$ cat config.mk
export PLATFORM = sky130hd
export DESIGN_NAME = axi_lite_master
export DESIGN_NICKNAME = d
export VERILOG_FILES = /design/src/rtl/axi_lite_master.sv
export SDC_FILE = /design/constraint.sdc
export NUM_CORES = 1
export LEC_CHECK = 0
export ABC_AREA = 1
export ABC_CLOCK_PERIOD_IN_PS = 2200
export BUFFER_PORTS_ARGS = -buffer_cell sky130_fd_sc_hd__buf_2
export CAP_MARGIN = 20
export CORE_MARGIN = 3
export CORE_UTILIZATION = 30
export DETAILED_ROUTE_END_ITERATION = 12
export GPL_ROUTABILITY_DRIVEN = 0
export PLACE_DENSITY = 0.64
export SLEW_MARGIN = 20
export SYNTH_ARGS = -nofsm -noshare
export SYNTH_HDL_FRONTEND = slang
export SYNTH_SLANG_ARGS = --single-unit
$ cat constraint.sdc
create_clock -name M_AXI_ACLK -period 2.2 [get_ports M_AXI_ACLK]
set_input_delay 0.44 -clock M_AXI_ACLK [delete_from_list [all_inputs] [get_ports M_AXI_ACLK]]
set_output_delay 0.44 -clock M_AXI_ACLK [all_outputs]
set_load 0.02 [all_outputs]
$ cat src/rtl/axi_lite_master.sv
// axi_lite_master: single-outstanding AXI4-Lite initiator.
// One valid/ready command in, one held response out.
module axi_lite_master #(
  parameter int C_M_AXI_DATA_WIDTH = 32,
  parameter int C_M_AXI_ADDR_WIDTH = 9,
  parameter int C_TIMEOUT_CYCLES   = 1024
) (
  input  logic                              M_AXI_ACLK,
  input  logic                              M_AXI_ARESETN,
  input  logic                              cmd_valid,
  output logic                              cmd_ready,
  input  logic                              cmd_write,
  input  logic [C_M_AXI_ADDR_WIDTH-1:0]     cmd_addr,
  input  logic [C_M_AXI_DATA_WIDTH-1:0]     cmd_wdata,
  input  logic [C_M_AXI_DATA_WIDTH/8-1:0]   cmd_wstrb,
  output logic                              rsp_valid,
  input  logic                              rsp_ready,
  output logic [C_M_AXI_DATA_WIDTH-1:0]     rsp_rdata,
  output logic [1:0]                        rsp_resp,
  output logic                              rsp_timeout,
  output logic [C_M_AXI_ADDR_WIDTH-1:0]     M_AXI_AWADDR,
  output logic [2:0]                        M_AXI_AWPROT,
  output logic                              M_AXI_AWVALID,
  input  logic                              M_AXI_AWREADY,
  output logic [C_M_AXI_DATA_WIDTH-1:0]     M_AXI_WDATA,
  output logic [C_M_AXI_DATA_WIDTH/8-1:0]   M_AXI_WSTRB,
  output logic                              M_AXI_WVALID,
  input  logic                              M_AXI_WREADY,
  input  logic [1:0]                        M_AXI_BRESP,
  input  logic                              M_AXI_BVALID,
  output logic                              M_AXI_BREADY,
  output logic [C_M_AXI_ADDR_WIDTH-1:0]     M_AXI_ARADDR,
  output logic [2:0]                        M_AXI_ARPROT,
  output logic                              M_AXI_ARVALID,
  input  logic                              M_AXI_ARREADY,
  input  logic [C_M_AXI_DATA_WIDTH-1:0]     M_AXI_RDATA,
  input  logic [1:0]                        M_AXI_RRESP,
  input  logic                              M_AXI_RVALID,
  output logic                              M_AXI_RREADY
);

  localparam int DW = C_M_AXI_DATA_WIDTH;
  localparam int AW = C_M_AXI_ADDR_WIDTH;
  localparam int SW = DW / 8;
  localparam int TW =
    (C_TIMEOUT_CYCLES > 1) ? $clog2(C_TIMEOUT_CYCLES) : 1;
  localparam int unsigned TLIM =
    (C_TIMEOUT_CYCLES > 0) ? C_TIMEOUT_CYCLES - 1 : 0;

  typedef enum logic [2:0] {
    IDLE,
    WR_ADDR_DATA,
    WR_RESP,
    RD_ADDR,
    RD_DATA,
    RESP
  } state_t;

  state_t        state, state_nxt;
  logic [TW-1:0] cnt, cnt_nxt;
  logic [AW-1:0] addr_q, addr_nxt;
  logic [DW-1:0] wdata_nxt;
  logic [SW-1:0] wstrb_nxt;
  logic          ready_nxt;
  logic          awvalid_nxt, wvalid_nxt, bready_nxt;
  logic          arvalid_nxt, rready_nxt;
  logic          rvalid_nxt, rto_nxt;
  logic [DW-1:0] rdata_nxt;
  logic [1:0]    resp_nxt;
  logic          wait_st, tmo_hit, fire_tmo;

  assign M_AXI_AWPROT = 3'b000;
  assign M_AXI_ARPROT = 3'b000;
  assign M_AXI_AWADDR = addr_q;
  assign M_AXI_ARADDR = addr_q;

  always_comb begin
    state_nxt   = state;
    addr_nxt    = addr_q;
    wdata_nxt   = M_AXI_WDATA;
    wstrb_nxt   = M_AXI_WSTRB;
    ready_nxt   = cmd_ready;
    awvalid_nxt = M_AXI_AWVALID;
    wvalid_nxt  = M_AXI_WVALID;
    bready_nxt  = M_AXI_BREADY;
    arvalid_nxt = M_AXI_ARVALID;
    rready_nxt  = M_AXI_RREADY;
    rvalid_nxt  = rsp_valid;
    rdata_nxt   = rsp_rdata;
    resp_nxt    = rsp_resp;
    rto_nxt     = rsp_timeout;
    fire_tmo    = 1'b0;
    wait_st     = (state == WR_ADDR_DATA) ||
                  (state == WR_RESP) ||
                  (state == RD_ADDR) ||
                  (state == RD_DATA);
    tmo_hit     = (C_TIMEOUT_CYCLES != 0) &&
                  (cnt == TW'(TLIM));

    unique case (state)
      IDLE: begin
        if (cmd_valid && cmd_ready) begin
          ready_nxt = 1'b0;
          addr_nxt  = cmd_addr;
          wdata_nxt = cmd_wdata;
          wstrb_nxt = cmd_wstrb;
          if (cmd_write) begin
            awvalid_nxt = 1'b1;
            wvalid_nxt  = 1'b1;
            state_nxt   = WR_ADDR_DATA;
          end else begin
            arvalid_nxt = 1'b1;
            state_nxt   = RD_ADDR;
          end
        end
      end
      WR_ADDR_DATA: begin
        if (M_AXI_AWREADY) awvalid_nxt = 1'b0;
        if (M_AXI_WREADY)  wvalid_nxt  = 1'b0;
        if ((!M_AXI_AWVALID || M_AXI_AWREADY) &&
            (!M_AXI_WVALID  || M_AXI_WREADY)) begin
          bready_nxt = 1'b1;
          state_nxt  = WR_RESP;
        end else if (tmo_hit) begin
          fire_tmo = 1'b1;
        end
      end
      WR_RESP: begin
        if (M_AXI_BVALID) begin
          bready_nxt = 1'b0;
          rvalid_nxt = 1'b1;
          rdata_nxt  = '0;
          resp_nxt   = M_AXI_BRESP;
          state_nxt  = RESP;
        end else if (tmo_hit) begin
          fire_tmo = 1'b1;
        end
      end
      RD_ADDR: begin
        if (M_AXI_ARREADY) begin
          arvalid_nxt = 1'b0;
          rready_nxt  = 1'b1;
          state_nxt   = RD_DATA;
        end else if (tmo_hit) begin
          fire_tmo = 1'b1;
        end
      end
      RD_DATA: begin
        if (M_AXI_RVALID) begin
          rready_nxt = 1'b0;
          rvalid_nxt = 1'b1;
          rdata_nxt  = M_AXI_RDATA;
          resp_nxt   = M_AXI_RRESP;
          state_nxt  = RESP;
        end else if (tmo_hit) begin
          fire_tmo = 1'b1;
        end
      end
      RESP: begin
        if (rsp_ready) begin
          rvalid_nxt = 1'b0;
          rto_nxt    = 1'b0;
          ready_nxt  = 1'b1;
          state_nxt  = IDLE;
        end
      end
      default: state_nxt = IDLE;
    endcase

    // hung slave: abandon the channel and report SLVERR
    if (fire_tmo) begin
      awvalid_nxt = 1'b0;
      wvalid_nxt  = 1'b0;
      bready_nxt  = 1'b0;
      arvalid_nxt = 1'b0;
      rready_nxt  = 1'b0;
      rvalid_nxt  = 1'b1;
      rdata_nxt   = '0;
      resp_nxt    = 2'b10;
      rto_nxt     = 1'b1;
      state_nxt   = RESP;
    end

    if (wait_st && (state_nxt == state))
      cnt_nxt = cnt + TW'(1);
    else
      cnt_nxt = '0;
  end

  always_ff @(posedge M_AXI_ACLK or negedge M_AXI_ARESETN) begin
    if (!M_AXI_ARESETN) begin
      state         <= IDLE;
      cnt           <= '0;
      addr_q        <= '0;
      M_AXI_WDATA   <= '0;
      M_AXI_WSTRB   <= '0;
      cmd_ready     <= 1'b1;
      M_AXI_AWVALID <= 1'b0;
      M_AXI_WVALID  <= 1'b0;
      M_AXI_BREADY  <= 1'b0;
      M_AXI_ARVALID <= 1'b0;
      M_AXI_RREADY  <= 1'b0;
      rsp_valid     <= 1'b0;
      rsp_rdata     <= '0;
      rsp_resp      <= 2'b00;
      rsp_timeout   <= 1'b0;
    end else begin
      state         <= state_nxt;
      cnt           <= cnt_nxt;
      addr_q        <= addr_nxt;
      M_AXI_WDATA   <= wdata_nxt;
      M_AXI_WSTRB   <= wstrb_nxt;
      cmd_ready     <= ready_nxt;
      M_AXI_AWVALID <= awvalid_nxt;
      M_AXI_WVALID  <= wvalid_nxt;
      M_AXI_BREADY  <= bready_nxt;
      M_AXI_ARVALID <= arvalid_nxt;
      M_AXI_RREADY  <= rready_nxt;
      rsp_valid     <= rvalid_nxt;
      rsp_rdata     <= rdata_nxt;
      rsp_resp      <= resp_nxt;
      rsp_timeout   <= rto_nxt;
    end
  end

endmodule

==> summary.txt <==
H-tree Lvls = 3
Fin. max-slew vios = 0
Die H = 125 um
Max-cap violations = 0
CTS Buf Count = 9
Synthesized area per cell = 8.45 sq um
CP cell instances = nand2_1 > nor3_1 > nand2_2 > buf_4 > inv_2 > buf_12 > nand2_1 > nand2_1
Critical Path Max Stage Delay = 0.55 ns
Vias in the first global route = 3531
RSZ-0062 raised after global routing = false
FF/Latch Area = 0.00250 sq mm
Fmax = 521 MHz
Final hold slack = 0.0607 ns
DR vias = 3702
Most frequent cells in the layout = nand2_1, buf_2, dfrtp_1
Row cnt = 42
CP endpoint kind = flop
WS Path Type = reg -> reg
DP HPWL = 7900 um
Final Hold Vio Count = 0
Peak supply drop = 0.654 mV
Clock Tree Root = clkbuf_16
Sink Count = 100
Crit path top cell by count = nand2_1
Slew HR = 64.1%
Setup slack, reg-to-reg = 0.28 ns
Initial DRC count = 193
Worst-Skew Late Latency = 0.35 ns
Port buffer count = 186
Worst reg-to-reg path cell count = 8
Post-synthesis instance total = 505
Setup crit start kind = flop
Via density = 4.28
First-pass GRT wire length = 17700 um
Pre-Repair DR Iteration Count = 5
Clock Skews = 0.0121 ns
Initial antenna violation count = 1
Most common cell after layout, fill and taps aside = nand2_1
Post-Syn Area = 0.00427 sq mm
Worst-margin pin slew = 0.537 ns
GRT Resource Usage Total = 13.8%
Run status = finished, final reports clean
Total gr overflow = 0
Die span in x = 125 um
Distinct cells, synth = 29
Critical path required time = 2.48 ns
Part of the cycle the worst path needs = 87.2%
CTS tree = done
Reg2Reg Launch Point = cmd_ready$_DFFE_PN1P_
Clk buf depth = 2
DRC errors left = 0
Largest net degree at the start of global routing = 50
YS warnings = 0
P_leak = 3.34 nW
Routed Antenna Nets = 0
Fin Setup TNS = 0 ns
Slowest-stage cell, CP = dfstp_2
# IOs = 193
Seq cells post-synth = 100
Layout cells sized above 1 = 33.3%
Worst r2r dst = M_AXI_WDATA[17]$_DFFE_PN0P_
Worst min path class = in -> async
Crit path time final = 1.92 ns
Starting density of the core = 31.5%
Final setup viols = 0
Crit path from = cmd_ready$_DFFE_PN1P_
Layout area overhead = 32.7%
DR WL/cell = 12.7 um
CTS clk-pin slew, worst paths = 0.07 ns
Register area share after synthesis = 58.7%
Filler cell count = 1409
Multi-input logic area = 0.00152 sq mm
Crit Path Max Fanout = 49
# nets final = 775
PwrDens = 1490 mW/mm^2
Total wire length = 11000 um
Arr. time, crit path = 2.20 ns
Die area = 0.0157 sq mm
Core Box Area = 0.0136 sq mm
## layout make-up
class,instances,share of cell area (%)
antenna,1,0.0442
inverter,24,1.64
clock buffer,10,4.04
tap,176,3.89
clock inverter,6,1.30
sequential,100,44.2
timing repair buffer,193,18.1
multi-input combinational,355,26.8
## layer usage
| metal | global-route usage [%] | vias to the layer above | routed length, um |
|---|---|---|---|
| li1 | - | 1869 | - |
| met1 | 18.2 | 1680 | 4890 |
| met2 | 21.1 | 141 | 5050 |
| met3 | 5.93 | 10 | 1000 |
| met4 | 3.64 | 2 | 76 |
| met5 | 0 | - | 13 |
## worst max-delay path: cells and delay by family, from the launching register on
family,cells,cell delay (ns)
simple gates,5,0.62
buf+inv,3,0.66
flops,1,0.55
## cell families (layout without fill, tap and decap cells)
family,Yosys count,after routing,synth area share (%)
adders and majority gates,1,1,0.293
other,1,7,0.0879
xor gates and xnor gates,8,8,1.64
and+or+nand+nor,321,321,29.8
DFF,100,100,58.7
AOI/OAI and AO/OA,17,18,2.37
muxes,1,1,0.264
buffers and inverters,56,233,6.83
## report_power, final
part           leakage (nW)  internal (mW)  switching, mW
Clock                 0.141          0.894          0.715
Sequential             1.29           2.63          0.454
Combinational          1.91           1.21           2.54
## through the flow
step	setup WS (ns)	instance area (sq um)	total power, mW	utilization, %	std cells
after CTS	0.0204	5640	8.53	41.6	863
after detailed placement	-0.0589	5330	6.87	39.3	847
after global placement	-0.00278	5330	6.84	39.3	847
after global routing	0.0883	5660	9.08	41.7	864
after floorplan	0.535	4290	5.66	-	510
final	0.282	5660	8.45	41.8	865
## synth_stat cells, drive strengths merged
cell type	n	area, sq um
nand4	1	12.5
clkbuf	12	45.0
nor2	31	124
nor3b	1	7.51
xnor2	2	17.5
mux2	1	11.3
a211oi	1	7.51
or2	1	6.26
a21oi	7	35.0
o211ai	1	7.51
o21ai	8	51.3
inv	24	90.1
dfstp	1	26.3
nand2	270	1030
ha	1	12.5
nor3	3	15.0
xor2	6	52.6
conb	1	3.75
nand3	14	80.1
buf	20	156
dfrtp	99	2480
## what timing repair did
item                       4_1_cts  5_1_grt
buffers inserted                 0        0
gates resized for setup          4        2
pin swaps                        1        1
setup endpoints to repair        4       34
gates cloned                     0        1
hold buffers                     0        0
## worst max-delay path by stage
| stage | endpoint | slack [ns] | cells past startpoint |
|---|---|---|---|
| CTS | rsp_resp[0]$_DFFE_PN0P_ | 0.02 | 10 |
| finish | M_AXI_WDATA[17]$_DFFE_PN0P_ | 0.28 | 8 |
| global route | rsp_rdata[13]$_DFFE_PN0P_ | 0.09 | 8 |
| floorplan | rsp_rdata[10]$_DFFE_PN0P_ | 0.54 | 12 |
| detailed placement | rsp_resp[1]$_DFFE_PN0P_ | -0.06 | 10 |
| global placement | rsp_resp[0]$_DFFE_PN0P_ | -0.003 | 10 |
## sequential cells by signal (all words and copies together) (netlist names), 2 cells and up
name,count
M_AXI_WDATA,32
rsp_rdata,32
cnt,10
M_AXI_ARADDR,9
M_AXI_WSTRB,4
state,3
rsp_resp,2
Power figures use the tool's default switching activity.
